[src/rtl/axi_wr_addr_buffer.sv]
// AXI3 write-address channel buffer: DEPTH-entry FIFO between an AW master and slave,
// with downstream issue throttled to MAX_OUTSTANDING writes awaiting their B response.
module axi_wr_addr_buffer #(
    parameter int ID_MAX_WIDTH    = 4,
    parameter int ADDR_WIDTH      = 32,
    parameter int DEPTH           = 4,
    parameter int MAX_OUTSTANDING = 8,
    localparam int PTR_W          = $clog2(DEPTH),
    localparam int OST_W          = $clog2(MAX_OUTSTANDING + 1)
) (
    input  logic                    clk,
    input  logic                    rst,

    input  logic                    s_awvalid,
    output logic                    s_awready,
    input  logic [ID_MAX_WIDTH-1:0] s_awid,
    input  logic [ADDR_WIDTH-1:0]   s_awaddr,
    input  logic [3:0]              s_awlen,
    input  logic [2:0]              s_awsize,
    input  logic [1:0]              s_awbrust,
    input  logic [1:0]              s_awlock,
    input  logic [3:0]              s_awcache,
    input  logic [2:0]              s_awprot,
    input  logic [3:0]              s_awqos,

    output logic                    m_awvalid,
    input  logic                    m_awready,
    output logic [ID_MAX_WIDTH-1:0] m_awid,
    output logic [ADDR_WIDTH-1:0]   m_awaddr,
    output logic [3:0]              m_awlen,
    output logic [2:0]              m_awsize,
    output logic [1:0]              m_awbrust,
    output logic [1:0]              m_awlock,
    output logic [3:0]              m_awcache,
    output logic [2:0]              m_awprot,
    output logic [3:0]              m_awqos,

    input  logic                    bvalid,
    input  logic                    bready,

    output logic [PTR_W:0]          fifo_count,
    output logic [OST_W-1:0]        ost_count,
    output logic                    b_underflow
);

    typedef struct packed {
        logic [ID_MAX_WIDTH-1:0] id;
        logic [ADDR_WIDTH-1:0]   addr;
        logic [3:0]              len;
        logic [2:0]              size;
        logic [1:0]              brust;
        logic [1:0]              lock;
        logic [3:0]              cache;
        logic [2:0]              prot;
        logic [3:0]              qos;
    } aw_t;

    localparam logic [PTR_W:0]   CNT_FULL = (PTR_W + 1)'(DEPTH);
    localparam logic [OST_W-1:0] OST_LIM  = OST_W'(MAX_OUTSTANDING);

    aw_t              mem [DEPTH];
    aw_t              wr_ent;
    aw_t              head;
    logic [PTR_W-1:0] wptr;
    logic [PTR_W-1:0] rptr;
    logic [PTR_W:0]   cnt;
    logic [OST_W-1:0] ost;
    logic             uf;
    logic             empty;
    logic             full;
    logic             push;
    logic             pop;
    logic             bfire;
    logic             b_ret;

    assign empty = (cnt == '0);
    assign full  = (cnt == CNT_FULL);

    // Ready depends only on the registered count, never on m_awready, so a full
    // FIFO refuses a push even while it is popping that same cycle.
    assign s_awready = !rst && !full;
    assign m_awvalid = !empty && (ost < OST_LIM);

    assign push  = s_awvalid && s_awready;
    assign pop   = m_awvalid && m_awready;
    assign bfire = bvalid && bready;
    assign b_ret = bfire && (ost != '0);

    assign wr_ent = '{id: s_awid, addr: s_awaddr, len: s_awlen, size: s_awsize,
                      brust: s_awbrust, lock: s_awlock, cache: s_awcache,
                      prot: s_awprot, qos: s_awqos};

    // Head is zeroed while empty so stale entries never show on the bus.
    assign head = empty ? '0 : mem[rptr];

    assign m_awid    = head.id;
    assign m_awaddr  = head.addr;
    assign m_awlen   = head.len;
    assign m_awsize  = head.size;
    assign m_awbrust = head.brust;
    assign m_awlock  = head.lock;
    assign m_awcache = head.cache;
    assign m_awprot  = head.prot;
    assign m_awqos   = head.qos;

    assign fifo_count  = cnt;
    assign ost_count   = ost;
    assign b_underflow = uf;

    always_ff @(posedge clk) begin
        if (push) mem[wptr] <= wr_ent;
    end

    always_ff @(posedge clk) begin
        if (rst) begin
            wptr <= '0;
            rptr <= '0;
            cnt  <= '0;
            ost  <= '0;
            uf   <= 1'b0;
        end else begin
            if (push) wptr <= wptr + 1'b1;
            if (pop)  rptr <= rptr + 1'b1;

            case ({push, pop})
                2'b10:   cnt <= cnt + 1'b1;
                2'b01:   cnt <= cnt - 1'b1;
                default: cnt <= cnt;
            endcase

            // A B response with nothing in flight is flagged, not counted.
            case ({pop, b_ret})
                2'b10:   ost <= ost + 1'b1;
                2'b01:   ost <= ost - 1'b1;
                default: ost <= ost;
            endcase

            if (bfire && (ost == '0)) uf <= 1'b1;
        end
    end

endmodule

[config.mk]
export PLATFORM = sky130hd
export DESIGN_NAME = axi_wr_addr_buffer
export DESIGN_NICKNAME = d
export VERILOG_FILES = /design/src/rtl/axi_wr_addr_buffer.sv
export SDC_FILE = /design/constraint.sdc
export NUM_CORES = 1
export LEC_CHECK = 0
export ABC_AREA = 1
export CELL_PAD_IN_SITES_DETAIL_PLACEMENT = 2
export CELL_PAD_IN_SITES_GLOBAL_PLACEMENT = 2
export CORE_MARGIN = 4
export CORE_UTILIZATION = 33
export DETAILED_ROUTE_END_ITERATION = 7
export PLACE_DENSITY = 0.82
export SYNTH_ARGS = -nofsm -noshare
export SYNTH_HDL_FRONTEND = slang
export SYNTH_SLANG_ARGS = --single-unit
[constraint.sdc]
create_clock -name clk -period 3.8 [get_ports clk]
set_input_delay 0.57 -clock clk [delete_from_list [all_inputs] [get_ports clk]]
set_output_delay 0.57 -clock clk [all_outputs]
set_load 0.01 [all_outputs]
# After elaboration in Yosys (flattened, before gate mapping)
# Memories as Yosys holds them, arrays and structs flattened. A register that Yosys moved wholly into a read port is not among the register bits.
# Index checks and enable logic that the tools add are counted.
dict set report classes {
  n_lt_le_gt_ge 1
  muxes 7
  eq_ne 5
  addsub 6
  n_reduce_logical 15
}
# cell count
set op_table {}
lappend op_table {{$mux 58} 1}
lappend op_table {{$pmux 4 s2} 1}
lappend op_table {{$logic_and 1x1->1} 7}
lappend op_table {{$pmux 3 s2} 1}
lappend op_table {{$add 2x1->2 const B} 2}
lappend op_table {{$add 4x1->4 const B} 1}
lappend op_table {{$eq 2x1->1 const B} 2}
lappend op_table {{$eq 2x2->1 const B} 2}
lappend op_table {{$logic_not 4->1} 1}
lappend op_table {{$lt 4x4->1 const B} 1}
lappend op_table {{$mux 2} 2}
lappend op_table {{$reduce_bool 2->1} 2}
lappend op_table {{$reduce_bool 4->1} 1}
lappend op_table {{$sub 4x1->4 const B} 1}
lappend op_table {{$add 3x1->3 const B} 1}
lappend op_table {{$eq 3x3->1 const B} 1}
lappend op_table {{$logic_not 1->1} 3}
lappend op_table {{$logic_not 3->1} 1}
lappend op_table {{$sub 3x1->3 const B} 1}
lappend op_table {{$mux 1} 2}
dict set report word_totals {
  mem_bits_rw 232
  n_memories 1
  register_bits 12
  elab_cells 40
}
# name words width read_ports rd_clocked_by_memory_dff wr line_no
set mem_list {}
lappend mem_list {mem 4 58 1 1 1 61} ;# aw_t mem [DEPTH];

# Longest topological paths before layout
dict set report logic_depth {
  ltp_word 6
  ltp_mapped 13
  ltp_nobuf 13
}

# Worst setup path before layout
# Ideal clock, no wire load.
dict set report synth_path {
  path_kind {input port to flip-flop}
  startpoint {input port rst}
  endpoint {memory mem[0][0] (netlist name), enable pin}
  path_slack_ns -0.132
  n_path_buf 1
  arrival_ns 3.457
  required_time_ns 3.326
  path_stages 4
  setup_ns 0.474
  path_cell_list {buf_2 -> inv_1 -> nand3_2 -> nor2_1}
}
dict set report synth_via {
  elab_chain_len 5
}
# item line_no
set synth_rtl {}
lappend synth_rtl {{from (decl)} 12} ;# input logic rst,
lappend synth_rtl {{$logic_not 1->1} 81} ;# assign s_awready = !rst && !full;
lappend synth_rtl {{$logic_and 1x1->1} 81}
lappend synth_rtl {{$logic_and 1x1->1} 84} ;# assign push = s_awvalid && s_awready;
lappend synth_rtl {{$mux 1} 111} ;# if (push) mem[wptr] <= wr_ent;
lappend synth_rtl {{$mux 1 (implied by the code)} 111}
lappend synth_rtl {{to (decl)} 61}
# Every way passes these cells.

==> flow_metrics.py <==
metrics = {
    "timing": {
        "hold_slack_ns": 0.466,
        "slew_viol_final": 0,
        "period_share": 0.931,
        "period_minus_slack_ns": 3.54,
        "rsz0062_at_grt": "no",
        "tightest_slew_ns": 0.810,
        "hold_violations": 0,
        "finClkSkew_ns": 0.00746,
        "finalSetupViolCount": 0,
        "fmax_mhz": 283,
        "relSlewSlack": 0.460,
    },
    "global_routing": {
        "grt_pass1_vias": 7490,
        "grt_usage": 0.162,
        "antenna_found_initial": 2,
        "overflow": 0,
        "grt_pass1_wl_um": 42300,
        "grt_max_degree": 59,
    },
    "hold_path": {
        "hold_path.class": "reg -> reg",
        "hold_depth": 2,
    },
    "setup_path": {
        "arrival_ns": 2.97,
        "cpPeakStageDelay_ns": 0.76,
        "crit_family": "buffers and inverters",
        "rr_worst_depth": 10,
        "cp_slowest_cell": "dfxtp_4",
        "critical_path_class": "reg -> out",
        "crit_cells": 5,
        "crit_chain": "inv_4, buf_4, o21ai_0, a21oi_1, clkdlybuf4s50_1",
        "cp_num_buf_inv": 3,
        "crit_required_ns": 3.23,
        "end_kind": "primary output",
        "critPathLaunchType": "flop",
        "worstPathMaxFanout": 55,
    },
    "clock_network": {
        "cts_max_path_buffers": 3,
        "numCtsBuffers": 28,
        "insertion_delay_ns": 0.53,
        "cts_tree": "done",
        "root_buffer": "clkbuf_16",
        "htree_levels": 1,
        "cts.reportedPaths.clkPinSlew_ns": 0.06,
        "postCtsHoldBufs": 0,
        "cts_sinks": 246,
    },
    "die": {
        "core-area_um2": 29000,
        "die_height_um": 180,
        "die-area_um2": 32500,
        "start_util": 0.337,
        "io_pins": 132,
        "die_w_um": 180,
        "row_count": 62,
    },
    "routing": {
        "ant_nets": 0,
        "route.detailed.drc": 0,
        "dr.pass1.iters": 6,
        "wl_um": 27200,
        "drtIter0Drc": 403,
        "vias_per_cell": 4.90,
        "routed-via-count": 6492,
        "wl_per_cell_um": 20.5,
    },
    "place": {
        "dp_hpwl_um": 15600,
        "placed_area_um2": 11500,
        "portBuffers": 131,
        "place.gp.congestion": 0.697,
    },
    "synth": {
        "syn_inst": 789,
        "synth_compound_area_frac": 0.100,
        "synthAdderAreaFrac": 0.0123,
        "syn_area_um2": 9790,
        "async_reset_ff_frac": 0,
        "synthMuxAreaShare": 0,
        "synth-main-ff-cell": "edfxtp_1",
        "synth_fp_nets": 862,
        "yosysSeqAreaShare": 0.740,
        "ys_ff_latch": 246,
        "yosysUniqueCellTypes": 26,
        "yosys.area_share.simple": 0.105,
        "syn_avg_cell_area_um2": 12.4,
        "synth_top_family_by_area": "simple AND/OR/NAND/NOR gates",
        "synth_warnings": 0,
        "synth_edf_count": 232,
        "synthXorXnorAreaFrac": 0.00358,
    },
    "status": {
        "status": "completed",
    },
    "power_and_ir_drop": {
        "power.leakage_nw": 4.17,
        "power.density_nw_per_um2": 665,
        "power.total_w": 0.00824,
        "peakVddDrop_mv": 0.355,
    },
    "layout": {
        "area_growth_pct": 26.6,
        "design_area_um2": 12400,
        "drive_gt1_frac": 0.0682,
        "final_nets": 990,
    },
    "run": {
        "cap_violations": 0,
    },
}
[cell usage after synthesis, types with 2 or more instances]
library cell / n / area share
nor2_1: 246 / 0.094
edfxtp_1: 232 / 0.71
o21ai_0: 84 / 0.043
a21oi_1: 70 / 0.036
o21ai_1: 41 / 0.021
inv_1: 21 / 0.0081
clkbuf_1: 15 / 0.0058
dfxtp_1: 14 / 0.029
buf_2: 11 / 0.0056
buf_6: 10 / 0.012
nand2_1: 10 / 0.0038
ha_1: 8 / 0.010
buf_4: 7 / 0.0054
nand3_1: 5 / 0.0026
clkbuf_2: 2 / 0.0010
xnor2_1: 2 / 0.0018
xor2_1: 2 / 0.0018
[cell type report]
cell class	count	area [um2]
fillers	2951	16600
flip-flops and latches	246	7250
multi-input cells	475	2200
repair buffers	143	1480
clock buffers	42	825
well taps	384	480
inverters	23	88.8
clock inverters	10	70.1
diodes	1	2.50
[through the flow]
step                std cells  utilization  TNS, ns  worst slack [ns]
finish                   1324        0.427        0             0.263
global route             1324        0.427        0            0.0231
CTS                      1323        0.427        0            0.0417
detailed placement       1271        0.396        0             0.698
global placement         1271        0.396        0             0.807
floorplan                 789            -   -30.52            -0.132
[kinds of logic (layout without fill, tap and decap cells)]
kind of cell / after synthesis / in the layout
other: 0 / 1
AO/OA/AOI/OAI: 196 / 196
buffers and inverters: 68 / 218
AND/OR/NAND/NOR: 266 / 266
flip-flops: 246 / 246
XOR/XNOR: 4 / 4
adder cells (fa/ha/maj): 9 / 9
[sequential cells by signal, indices dropped and copies added (netlist names), named ones only]
register / count
b_underflow: 1
rptr: 2
fifo_count: 3
mem: 232
wptr: 2
ost_count: 4
[layer usage]
layer,track usage,wire length (um),vias to the layer above
met2,0.296,14000,125
met5,0,13,-
met1,0.200,11700,3306
met3,0.0329,1140,26
met4,0.0318,329,2
li1,-,-,3033
[worst min-delay path, cell delays in order (launching register included)]
cell and delay (ns):
dfxtp_1 0.31, inv_1 0.05, a21oi_1 0.05
[power breakdown]
part           total, W  internal, W  switching [W]
clock network   0.00259      0.00155        0.00104
logic           0.00242      0.00103        0.00139
registers       0.00323      0.00310       0.000129
total           0.00824      0.00568        0.00256
[cell usage in the layout (no fill, tap or decap), types with 6 or more instances in the layout]
| cell | Yosys | layout |
|---|---|---|
| nand2_1 | 10 | 10 |
| ha_1 | 8 | 8 |
| nor2_1 | 246 | 242 |
| a21oi_1 | 70 | 70 |
| inv_1 | 21 | 21 |
| dfxtp_1 | 14 | 12 |
| clkdlybuf4s50_1 | 0 | 131 |
| clkbuf_1 | 15 | 8 |
| buf_12 | 0 | 6 |
| clkbuf_16 | 0 | 29 |
| o21ai_1 | 41 | 41 |
| edfxtp_1 | 232 | 232 |
| o21ai_0 | 84 | 84 |
[worst paths after layout]
path | end | slack, ns | start
hold reg to reg | b_underflow$_SDFFE_PP0P_ | 0.47 | b_underflow$_SDFFE_PP0P_
setup reg to reg | fifo_count[2]$_SDFFE_PP0P_ | 1.57 | fifo_count[1]$_SDFFE_PP0P_
setup / recovery | m_awcache[3] | 0.26 | flop
hold / removal | b_underflow$_SDFFE_PP0P_ | 0.47 | b_underflow$_SDFFE_PP0P_
[what timing repair did]
action,4_1_cts,5_1_grt
gates resized for setup,0,1
setup endpoints to repair,0,4
setup buffers,0,0
Power figures use the tool's default switching activity.
==> patch 1, RTL diff (config.mk and constraints unchanged) <==
The parameter `MAX_OUTSTANDING` goes from 8 to 16.
--- a/src/rtl/axi_wr_addr_buffer.sv
+++ b/src/rtl/axi_wr_addr_buffer.sv
@@ -4,7 +4,7 @@
     parameter int ID_MAX_WIDTH    = 4,
     parameter int ADDR_WIDTH      = 32,
     parameter int DEPTH           = 4,
-    parameter int MAX_OUTSTANDING = 8,
+    parameter int MAX_OUTSTANDING = 16,
     localparam int PTR_W          = $clog2(DEPTH),
     localparam int OST_W          = $clog2(MAX_OUTSTANDING + 1)
 ) (
Ports: changed (resized ost_count); port bits go from 132 to 133. The function was not compared with the original's and may differ.
==> patch 1 against the unedited design <==
  * Register-to-register slack got worse by 0.13 ns
  * Power rose by 3.1%
  * Sequential cell count rose by 1
  * First-iteration DRC count fell by 19%
  * Combinational power rose by 5%
  * Critical endpoint is now m_awprot[0]
  * Global-route usage rose by 0.74 points
  * Utilization fell by 0.31 points
  * Area after synthesis rose by 0.81%
  * Final area rose by 1.1%
  * Critical path type unchanged
  * Count of clock-buffer cells in the layout fell by 3
  * Routed wire length rose by 4.5%
  * Worst setup slack improved by 0.095 ns
  * Non-clock buffer count rose by 1
==> patch 1: results (changes against the unedited design) <==
- Headroom to the max-slew limit: 48.0% (was 46.0%)
- The detail-routed via count per cell is 5.00 (was 4.90).
* Worst flop-to-flop path startpoint: ost_count[0] (was fifo_count[1])
- The depth of the worst register-to-register path is 17 (was 10).
- Leakage: 4.25 nW (was 4.17 nW)
- Metal-1 WL: 12.0 mm (was 11.7 mm)
- First DRT Iteration DRCs: 327 (was 403)
* Critical path peak fanout: 88 (was 55)
- The flop-to-flop setup slack came to 1.44 ns (was 1.57 ns).
- Synthesized netlist net count: 877 (was 862)
- The data arrival time of the critical path is 2.87 ns (was 2.97 ns).
* Critical path's largest stage delay: 0.62 ns (was 0.76 ns)
- Crit path max-delay cell type: sky130_fd_sc_hd__clkdlybuf4s50_1 (was sky130_fd_sc_hd__dfxtp_4)
- Diodes inserted: 0 (was 1)
- The last weighted congestion value of the routability-driven placer came to 0.741 (was 0.697).
* Critical path destination: m_awprot[0] (was m_awcache[3])
- The number of buffer cells added on primary ports was 132 (was 131).
* Worst IR drop on VDD: 0.379 mV (was 0.355 mV)
- Routed wirelength normalized by instance count: 21.1 um (was 20.5 um)
- Number of detailed-routing iterations run before antenna repair: 4 (was 6)
* Top cell types by occurrence after synthesis: sky130_fd_sc_hd__nor2_1 (245), sky130_fd_sc_hd__edfxtp_1 (232), sky130_fd_sc_hd__o21ai_0 (87) (was sky130_fd_sc_hd__nor2_1 (246), sky130_fd_sc_hd__edfxtp_1 (232), sky130_fd_sc_hd__o21ai_0 (84))
- Run status: finished, final reports clean (unchanged)
- Maximum level of the CTS H-tree: 1 (unchanged)
- The final net count is 1007 (was 990).
- The routed length on met2 came to 14.7 mm (was 14.0 mm).
- Initial antenna violation count: 1 (was 2)
* Layout cell share with drive strength beyond 1: 6.90% (was 6.82%)
* Global-route wire length before repair: 43.9 mm (was 42.3 mm)
* Final clock skew: 0.00926 ns (was 0.00746 ns)
- Largest net degree at the start of global routing: 89 (was 59)
* Total routing resource utilization after global routing: 16.9% (was 16.2%)
- End of the worst register-to-register path: ost_count[4] (was fifo_count[2])
- Synth top area cells: sky130_fd_sc_hd__edfxtp_1 (71%), sky130_fd_sc_hd__nor2_1 (9.3%), sky130_fd_sc_hd__o21ai_0 (4.4%) (was sky130_fd_sc_hd__edfxtp_1 (71%), sky130_fd_sc_hd__nor2_1 (9.4%), sky130_fd_sc_hd__o21ai_0 (4.3%)).
* Met3 wire len: 1.25 mm (was 1.14 mm)
* Number of global-route vias before repair: 7631 (was 7490)
-- patch 1: cell types whose count changed in the layout (fill, tap and decap cells not counted), sizes merged, moves of 2 or more --
cell,unedited run,this run
inv,23,26
xnor2,2,0
bufinv,1,3
nand2,11,17
nand3,6,8
clkbuf,42,39
o21ai,125,128
-- patch 1: where the power goes --
group,switching (mW),internal (mW),leakage [nW],total (mW)
Clock,1.05,1.67,0.467,2.72
Combinational,1.48,1.06,1.55,2.54
Sequential,0.117,3.12,2.23,3.24
-- patch 1: cells by family (layout without fill, tap and decap cells) --
kind of cell | Yosys count | after routing | synth area share (%)
and+or+nand+nor | 274 | 274 | 10.8
DFF | 247 | 247 | 73.6
AOI/OAI and AO/OA | 201 | 201 | 10.2
buffers and inverters | 70 | 222 | 3.87
adders and majority gates | 9 | 9 | 1.22
xor gates and xnor gates | 3 | 3 | 0.266
-- patch 1: layer usage --
layer | vias to the layer above | GRT usage (%)
met5 | - | 0
met4 | 2 | 2.79
met3 | 32 | 3.32
met2 | 131 | 31.4
met1 | 3471 | 20.8
li1 | 3095 | -
-- patch 1: stage by stage --
| stage | setup slack (ns) | std cells | power, mW | utilization (%) | instance area (um^2) |
|---|---|---|---|---|---|
| finish | 0.358 | 1346 | 8.50 | 42.4 | 12500 |
| global route | 0.181 | 1346 | 8.95 | 42.4 | 12500 |
| CTS | 0.336 | 1346 | 8.62 | 42.4 | 12500 |
| detailed placement | 0.797 | 1294 | 5.84 | 39.2 | 11600 |
| global placement | 0.848 | 1294 | 5.75 | 39.2 | 11600 |
| floorplan | -0.00591 | 804 | 4.57 | - | 9870 |
-- patch 1: layout make-up --
class	instances	area, um^2
well taps	390	488
fillers	3026	17000
inverters	26	100
clock inverters	13	136
clock buffers	39	805
multi-input cells	487	2250
repair buffers	144	1490
flip-flops and latches	247	7270
==> patch 2, RTL diff (same flow settings) <==
Made on the original files. Make the reset (`rst`) asynchronous in one clocked block.
--- a/src/rtl/axi_wr_addr_buffer.sv
+++ b/src/rtl/axi_wr_addr_buffer.sv
@@ -111,7 +111,7 @@
         if (push) mem[wptr] <= wr_ent;
     end
 
-    always_ff @(posedge clk) begin
+    always_ff @(posedge clk or posedge rst) begin
         if (rst) begin
             wptr <= '0;
             rptr <= '0;
Function: differs if rst is asserted again (counterexample within 4 cycles, from zero or initial values and one cycle with rst high); with rst held inactive, the same outputs for 4 cycles.
==> patch 2 against the unedited design <==
  * Area after synthesis decreased by 0.78%
  * Sequential cell count shrank 2
  * Worst setup slack gained 0.26 ns
  * Register-to-register slack got worse by 0.17 ns
  * Combinational power rose by 73%
  * Power increased by 23%
  * Non-clock buffer count rose by 1
  * Synthesized cell count shrank 2.0%
  * Critical path depth is 1 higher
  * Final area fell by 0.41%
  * Routed wire length fell by 0.33%
  * Critical endpoint is now m_awid[2]
  * Largest power group is now combinational cells
==> patch 2: results (changes against the unedited design) <==
- The detailed-route wire length is 27.1 mm (was 27.2 mm).
- The leakage power is 4.18 nW (was 4.17 nW).
- Vias per cell: 4.97 (was 4.90)
- Critical path peak fanout: 116 (was 55)
- Last weighted congestion value of the routability-driven placer: 0.690 (was 0.697)
* Share of synthesized flip-flops with an asynchronous set or reset: 4.92% (was 0%)
* Global-route wire length before repair: 42.1 mm (was 42.3 mm)
- Synthesized netlist net count: 846 (was 862)
* Total clock buffers created by CTS: 27 (was 28)
- Layout cell share with drive strength beyond 1: 6.84% (was 6.82%)
- Initial antenna violation count: 1 (was 2)
- The via count of the first global-routing pass is 7315 (was 7490).
- Synth cell types: 27 (was 26)
* Shortest period the worst path allows: 3.27 ns (was 3.54 ns)
* Top cell types by occurrence after synthesis: sky130_fd_sc_hd__nor2_1 (242), sky130_fd_sc_hd__edfxtp_1 (232), sky130_fd_sc_hd__o21ai_0 (84) (was sky130_fd_sc_hd__nor2_1 (246), sky130_fd_sc_hd__edfxtp_1 (232), sky130_fd_sc_hd__o21ai_0 (84))
- Total routing resource utilization after global routing: 16.2% (about the same)
* First DRT Iteration DRCs: 344 (was 403)
* Portion of the post-synthesis area used by sequential elements: 74.8% (was 74.0%)
- Total instance count after detailed placement: 1257 (was 1271)
- The met2 global-route usage came to 31.0% (was 29.6%).
- Endpoint arrival time on the critical path: 2.70 ns (was 2.97 ns)
- GR met3 Demand/Resource: 2.67% (was 3.29%)
* Run status: finished, final reports clean (unchanged)
- Critical path's largest stage delay: 0.58 ns (was 0.76 ns)
- The final net count came to 975 (was 990).
- Synth top area cells: sky130_fd_sc_hd__edfxtp_1 (72%), sky130_fd_sc_hd__nor2_1 (9.4%), sky130_fd_sc_hd__o21ai_0 (4.3%) (was sky130_fd_sc_hd__edfxtp_1 (71%), sky130_fd_sc_hd__nor2_1 (9.4%), sky130_fd_sc_hd__o21ai_0 (4.3%))
* Final clock skew: 0.0102 ns (was 0.00746 ns)
* Cell count after synthesis: 773 (was 789)
- Headroom to the max-slew limit: 53.8% (was 46.0%)
==> patch 2: changes by cell type in the layout (fill, tap and decap cells not counted), sizes merged, moves of 3 or more <==
cell    delta
dfrtp     +12
dfxtp     -14
o21ai      -5
clkbuf     -4
a21oi     -10
nand2      +3
nor2       -5
==> patch 2: final timing paths <==
check | to | cells after the start
max | m_awid[2] | 6
max reg2reg | ost_count[2] | 12
min in group clk | b_underflow | 1
min | fifo_count[2] | 2
max in group asynchronous | rptr[0] | 2
min reg2reg | b_underflow | 1
==> patch 2: per-layer routing <==
metal / vias up / wire [um]
met2: 129 / 14700
met4: 2 / 408
met5: - / 20
met3: 33 / 860
met1: 3346 / 11000
li1: 2978 / -
==> patch 2: cell families (layout without fill, tap and decap cells) <==
group / after synthesis / after routing / share of synthesized area (%)
xor+xnor: 7 / 7 / 0.631
compound gates: 183 / 183 / 9.51
buf+inv: 65 / 213 / 3.37
fa+ha+maj: 9 / 9 / 1.24
flops: 244 / 244 / 74.8
simple gates: 265 / 265 / 10.4
==> patch 2: power by group through the flow <==
stage / Clock (mW) / Sequential (mW) / Combinational (mW)
floorplan: 0 / 3.47 / 2.21
global placement: 0 / 3.45 / 4.09
detailed placement: 0 / 3.48 / 4.26
CTS: 2.59 / 3.43 / 4.31
global route: 2.71 / 3.45 / 4.63
finish: 2.51 / 3.42 / 4.19
==> patch 2: area by class of cell <==
| class | count | area (um^2) |
|---|---|---|
| tap | 384 | 480 |
| inverter | 21 | 81.3 |
| clock inverter | 10 | 96.3 |
| sequential | 244 | 7270 |
| timing repair buffer | 144 | 1510 |
| clock buffer | 38 | 757 |
| fill | 2919 | 16500 |
| multi-input combinational | 464 | 2150 |
==> patch 2: critical path: cells and delay by family, from the launching register on <==
kind / cells / cell delay [ns]
buffers and inverters: 2 / 0.93
flip-flops: 1 / 0.44
AO/OA/AOI/OAI: 2 / 0.33
AND/OR/NAND/NOR: 2 / 0.28
==> patch 2: metrics by stage <==
stage          util, %  TNS (ns)  area, um^2  power, mW  hold slack, ns
2_1_floorplan        -    -43.27        9710       5.68           0.435
3_3_place_gp      39.8         0       11500       7.54           0.453
3_5_place_dp      39.8         0       11500       7.74           0.476
4_1_cts           42.8         0       12300       10.3           0.414
5_1_grt           42.8         0       12300       10.8           0.450
6_report          42.8         0       12300       10.1           0.417
